==> src/rtl/i281_code_fetch.sv <==
// i281_code_fetch: copies the 16-word code ROM into a writable code RAM, then runs PC/IR fetch and branch.
// Optional macro I281_PC_WRAP_TRAP_EN: a fetch at pc=15 enters HALT and raises a sticky wrap_trap.
`default_nettype none

module i281_code_fetch #(
  parameter int WORDS = 16,
  parameter int WIDTH = 16
) (
  input  logic                   Clock_i,
  input  logic                   Reset_i,
  input  logic [WORDS*WIDTH-1:0] code_words_i,
  input  logic                   reboot_i,
  input  logic                   fetch_en_i,
  input  logic                   branch_taken_i,
  input  logic [7:0]             branch_offset_i,
  input  logic                   pgm_we_i,
  input  logic [3:0]             pgm_addr_i,
  input  logic [WIDTH-1:0]       pgm_data_i,
  output logic [WIDTH-1:0]       instr_o,
  output logic                   instr_valid_o,
  output logic [3:0]             pc_o,
  output logic                   boot_done_o,
  output logic                   wrap_trap_o
);

  typedef enum logic [1:0] {
    S_BOOT = 2'd0,
    S_RUN  = 2'd1,
    S_HALT = 2'd2
  } state_t;

  state_t             state_q, state_d;
  logic [3:0]         cnt_q, cnt_d;
  logic [3:0]         pc_q, pc_d;
  logic [WIDTH-1:0]   instr_q, instr_d;
  logic               valid_q, valid_d;
  logic               trap_q, trap_d;
  logic [WIDTH-1:0]   mem_q [WORDS];

  logic               boot_we;
  logic               pgm_we;
  logic [WIDTH-1:0]   fetch_data;
  logic [3:0]         branch_pc;
  logic               unused_offset_hi;

  // Only the low 4 bits of the sign-extended sum survive the mod-16 wrap.
  assign branch_pc        = pc_q + branch_offset_i[3:0];
  assign unused_offset_hi = ^branch_offset_i[7:4];

  assign boot_we    = (state_q == S_BOOT);
  assign pgm_we     = (state_q == S_RUN) && pgm_we_i && !reboot_i;
  assign fetch_data = (pgm_we && (pgm_addr_i == pc_q)) ? pgm_data_i : mem_q[pc_q];

  always_ff @(posedge Clock_i) begin
    if (!Reset_i) begin
      if (boot_we) begin
        mem_q[cnt_q] <= code_words_i[cnt_q*WIDTH +: WIDTH];
      end else if (pgm_we) begin
        mem_q[pgm_addr_i] <= pgm_data_i;
      end
    end
  end

  always_ff @(posedge Clock_i) begin
    if (Reset_i) begin
      state_q <= S_BOOT;
      cnt_q   <= '0;
      pc_q    <= '0;
      instr_q <= '0;
      valid_q <= 1'b0;
      trap_q  <= 1'b0;
    end else begin
      state_q <= state_d;
      cnt_q   <= cnt_d;
      pc_q    <= pc_d;
      instr_q <= instr_d;
      valid_q <= valid_d;
      trap_q  <= trap_d;
    end
  end

  always_comb begin
    state_d = state_q;
    cnt_d   = cnt_q;
    pc_d    = pc_q;
    instr_d = instr_q;
    valid_d = 1'b0;
    trap_d  = trap_q;
    case (state_q)
      S_BOOT: begin
        cnt_d = cnt_q + 4'd1;
        if (cnt_q == 4'd15) state_d = S_RUN;
      end
      S_RUN: begin
        if (reboot_i) begin
          state_d = S_BOOT;
          cnt_d   = '0;
          pc_d    = '0;
          trap_d  = 1'b0;
        end else if (branch_taken_i) begin
          pc_d = branch_pc;
        end else if (fetch_en_i) begin
          instr_d = fetch_data;
          pc_d    = pc_q + 4'd1;
          valid_d = 1'b1;
`ifdef I281_PC_WRAP_TRAP_EN
          if (pc_q == 4'd15) begin
            state_d = S_HALT;
            trap_d  = 1'b1;
          end
`endif
        end
      end
      S_HALT: begin
        if (reboot_i) begin
          state_d = S_BOOT;
          cnt_d   = '0;
          pc_d    = '0;
          trap_d  = 1'b0;
        end
      end
      default: state_d = S_BOOT;
    endcase
  end

  assign instr_o       = instr_q;
  assign instr_valid_o = valid_q;
  assign pc_o          = pc_q;
  assign boot_done_o   = (state_q != S_BOOT);
`ifdef I281_PC_WRAP_TRAP_EN
  assign wrap_trap_o   = trap_q;
`else
  assign wrap_trap_o   = 1'b0;
`endif

endmodule

`default_nettype wire
==> config.mk <==
export PLATFORM = sky130hd
export DESIGN_NAME = i281_code_fetch
export DESIGN_NICKNAME = d
export VERILOG_FILES = /design/src/rtl/i281_code_fetch.sv
export SDC_FILE = /design/constraint.sdc
export NUM_CORES = 1
export LEC_CHECK = 0
export BUFFER_PORTS_ARGS = -buffer_cell sky130_fd_sc_hd__clkbuf_2
export CORE_ASPECT_RATIO = 1.5
export CORE_MARGIN = 3
export CORE_UTILIZATION = 58
export CTS_CLUSTER_DIAMETER = 30
export DETAILED_ROUTE_END_ITERATION = 16
export HOLD_SLACK_MARGIN = 0.02
export PLACE_DENSITY = 0.95
export SYNTH_ARGS = -nofsm -noshare
export SYNTH_HDL_FRONTEND = slang
export SYNTH_SLANG_ARGS = --single-unit
==> constraint.sdc <==
create_clock -name Clock_i -period 5.3 [get_ports Clock_i]
set_clock_uncertainty 0.15 [all_clocks]
set_input_delay 1.06 -clock Clock_i [delete_from_list [all_inputs] [get_ports Clock_i]]
set_output_delay 1.06 -clock Clock_i [all_outputs]
set_load 0.02 [all_outputs]
==> results.py <==
metrics = {
    "cells_and_area": {
        "drive_above_1_share_pct": 48.4,
        "fin_cells": 1379,
        "area_growth_pct": 21.4,
        "nets": 1365,
        "fill_cells": 1369,
    },
    "worst_setup_path": {
        "timing.rr.end": "instr_o[1]",
        "cp_slowest_cell": "and4bb_1",
        "r2r_cells": 6,
        "rrSetupSlack_ps": 1670,
        "r2r-start": "state_q[0]",
        "cp-end-kind": "register",
        "slowest_delay_ps": 1030,
        "worstPathArrival_ps": 4070,
        "crit_start": "Reset_i",
        "cp-start-kind": "input pin",
        "cp.required_ps": 5570,
        "path_max_fanout": 24,
        "crit_type": "input pin to register",
        "cp-endpoint": "instr_o[1]",
        "worstPathCellList": "clkbuf_2 > and4bb_1 > and3_1 > o32ai_2 > o31ai_4 > a211oi_1 > a221o_1",
    },
    "detailed_routing": {
        "post_drt_wl_per_cell_um": 30.5,
        "drt_wl_total_um": 42000,
        "ant_nets": 0,
        "vias_per_cell": 6.85,
        "drtPass1Iterations": 5,
        "dr_total_vias": 9440,
        "drc_errors": 0,
        "drtIter0Drc": 1305,
    },
    "logic_synthesis": {
        "synth_edf_count": 256,
        "yosysWarningCount": 0,
        "synthSimpleGateAreaFrac_pct": 4.83,
        "synth_cell_types": 49,
        "netlist_instances": 759,
        "synth.avg_cell_area_um2": 17.5,
        "async_flop_share_pct": 0,
        "synthXorXnorAreaFrac_pct": 0.526,
        "synth_nets": 1054,
        "synth_compound_area_share_pct": 6.17,
        "synth-seq-area-share_pct": 61.7,
        "ys.flop_type": "edfxtp_1",
        "synth_top_family_by_area": "multiplexers",
        "synth.area.mux_share_pct": 23.8,
        "synth_seq_cells": 282,
        "yosys.area_share.adder_pct": 0.526,
        "syn_area_um2": 13300,
    },
    "clock_network": {
        "path_clk_slew_ps": 70,
        "numClockSinks": 282,
        "cts-resized-gates": 0,
        "cts_buffers": 31,
        "cts-root-buf": "clkbuf_16",
        "clock_latency_ps": 550,
        "cts_max_level": 1,
        "cts_buffer_depth": 3,
        "cts_tree": "yes",
        "cts_hold_buf": 0,
        "cts_setup_buffers": 0,
    },
    "sta": {
        "finalSetupTns_ps": 0,
        "setup_viol": 0,
        "worstMarginPinSlew_ps": 1290,
        "final.period_utilization_pct": 71.7,
        "period_needed_ps": 3800,
        "fmax_mhz": 263,
        "hold_violations": 0,
        "holdWs_ps": 348,
        "rsz0062_at_grt": "false",
        "relSlewSlack_pct": 13.8,
        "final_max_slew_viol_count": 0,
    },
    "grt": {
        "grt_pass1_vias": 9432,
        "grt-ovfl-total": 0,
        "antenna_found_initial": 9,
        "grt_max_degree": 56,
        "grt_usage_pct": 33.5,
        "grt_first_pass_wirelength_um": 59400,
    },
    "floorplanning": {
        "pin_count": 313,
        "die_area_um2": 24800,
        "core-area_um2": 22500,
        "die_x_um": 130,
        "fp-row-count": 67,
        "die_h_um": 192,
        "start_util_pct": 59.3,
    },
    "power_and_ir_drop": {
        "power_leakage_nw": 6.02,
        "power_density_nw_per_um2": 327,
        "power_mw": 5.29,
        "vdd_drop_max_mv": 0.224,
    },
    "place": {
        "dpl.cell_count": 1312,
        "gp_congestion": 1.01,
        "hpwl_um": 29200,
        "io_buffers": 307,
    },
    "run": {
        "cap_viol_max_count": 0,
    },
    "outcome": {
        "status": "complete, no violations",
    },
    "hold_path": {
        "hold_class": "register to register",
    },
}
[final cells by class]
class	count	area [um2]	area share, %
clock inverters	23	236	1.46
inverters	5	18.8	0.116
flip-flops and latches	282	8220	50.9
well taps	276	345	2.14
repair buffers	336	1750	10.9
multi-input cells	414	4770	29.5
clock buffers	34	797	4.93
diodes	9	22.5	0.139
[cells by family after synthesis]
| logic type | after synthesis |
|---|---|
| AND/OR/NAND/NOR | 132 |
| flip-flops | 282 |
| AO/OA/AOI/OAI | 112 |
| buffers and inverters | 63 |
| multiplexers | 156 |
| adder cells (fa/ha/maj) | 5 |
| XOR/XNOR | 8 |
| other | 1 |
[power by group]
| part | internal [mW] | total [mW] | switching, mW |
|---|---|---|---|
| logic | 0.252 | 0.585 | 0.333 |
| registers | 2.56 | 2.58 | 0.0272 |
| clock network | 1.21 | 2.13 | 0.912 |
[state kept, by name, summed over array words and instances, names as in the netlist]
signal and cells:
cnt_q 4, instr_o 16, instr_valid_o 1, mem_q 256, pc_o 4, state_q 1
[stage by stage]
stage                     setup WS [ps]  util, %  cell area [um2]
after detailed placement           1110     67.2            15100
after global routing               1390     71.9            16200
after floorplan                    2070        -            13300
after global placement             1270     67.2            15100
after CTS                          1620     71.8            16100
final                              1500     72.0            16200
[critical path: cells and delay by family]
family / cells / cell delay (ps)
buf+inv: 1 / 200
compound gates: 4 / 1450
simple gates: 2 / 1330
[cells in the final DEF (no fill, tap or decap), types with 3 or more instances in the layout]
master and count:
clkbuf_2 307, edfxtp_1 256, mux4_2 128, nand2_1 53, nor2_1 34, clkbuf_16 31, buf_4 29, mux2i_1 28
a211oi_1 26, a22oi_1 21, dfxtp_1 20, a221o_1 16, a21oi_1 15, nor2b_1 15, o21ai_1 13, diode_2 9
nor3_1 7, a31oi_1 7, inv_6 6, clkinv_4 6, and3_1 5, nand2b_1 5, xor2_1 5, ha_1 4
clkinv_2 4, dfxtp_2 4, inv_1 3, xnor2_1 3, o21ai_0 3, clkinv_1 3
[metal layers]
metal	up-vias	wire, um	GRT usage [%]
li1	3799	-	-
met1	4603	12700	39.5
met2	878	21300	55.2
met3	158	5380	10.1
met4	2	2570	17.6
met5	-	13	0
[cell usage after synthesis, drive strengths merged (3+ instances only)]
library cell / instances / share of area, %
a31oi: 7 / 0.33
and3: 5 / 0.23
buf: 37 / 1.8
xor2: 5 / 0.33
nor2b: 15 / 0.70
nor3: 8 / 0.34
a21oi: 15 / 0.56
a211oi: 26 / 1.5
edfxtp: 256 / 58
mux2i: 28 / 2.1
clkbuf: 21 / 0.59
dfxtp: 26 / 3.9
nand2b: 5 / 0.23
nor2: 35 / 1.0
inv: 3 / 0.085
mux4: 128 / 22
o21ai: 16 / 0.60
nand2: 53 / 1.5
ha: 4 / 0.38
a221o: 16 / 1.2
a22oi: 21 / 1.2
xnor2: 3 / 0.20
[worst min path at each step]
stage | start | to | slack (ps) | depth (start not counted)
2_1_floorplan | cnt_q[1] | cnt_q[1] | 440 | 3
3_5_place_dp | instr_o[13] | instr_o[13] | 330 | 1
4_1_cts | instr_o[13] | instr_o[13] | 350 | 1
3_3_place_gp | instr_o[8] | instr_o[8] | 330 | 1
5_1_grt | instr_o[7] | instr_o[7] | 370 | 1
6_report | instr_o[13] | instr_o[13] | 350 | 1
Power figures use the tool's default switching activity.
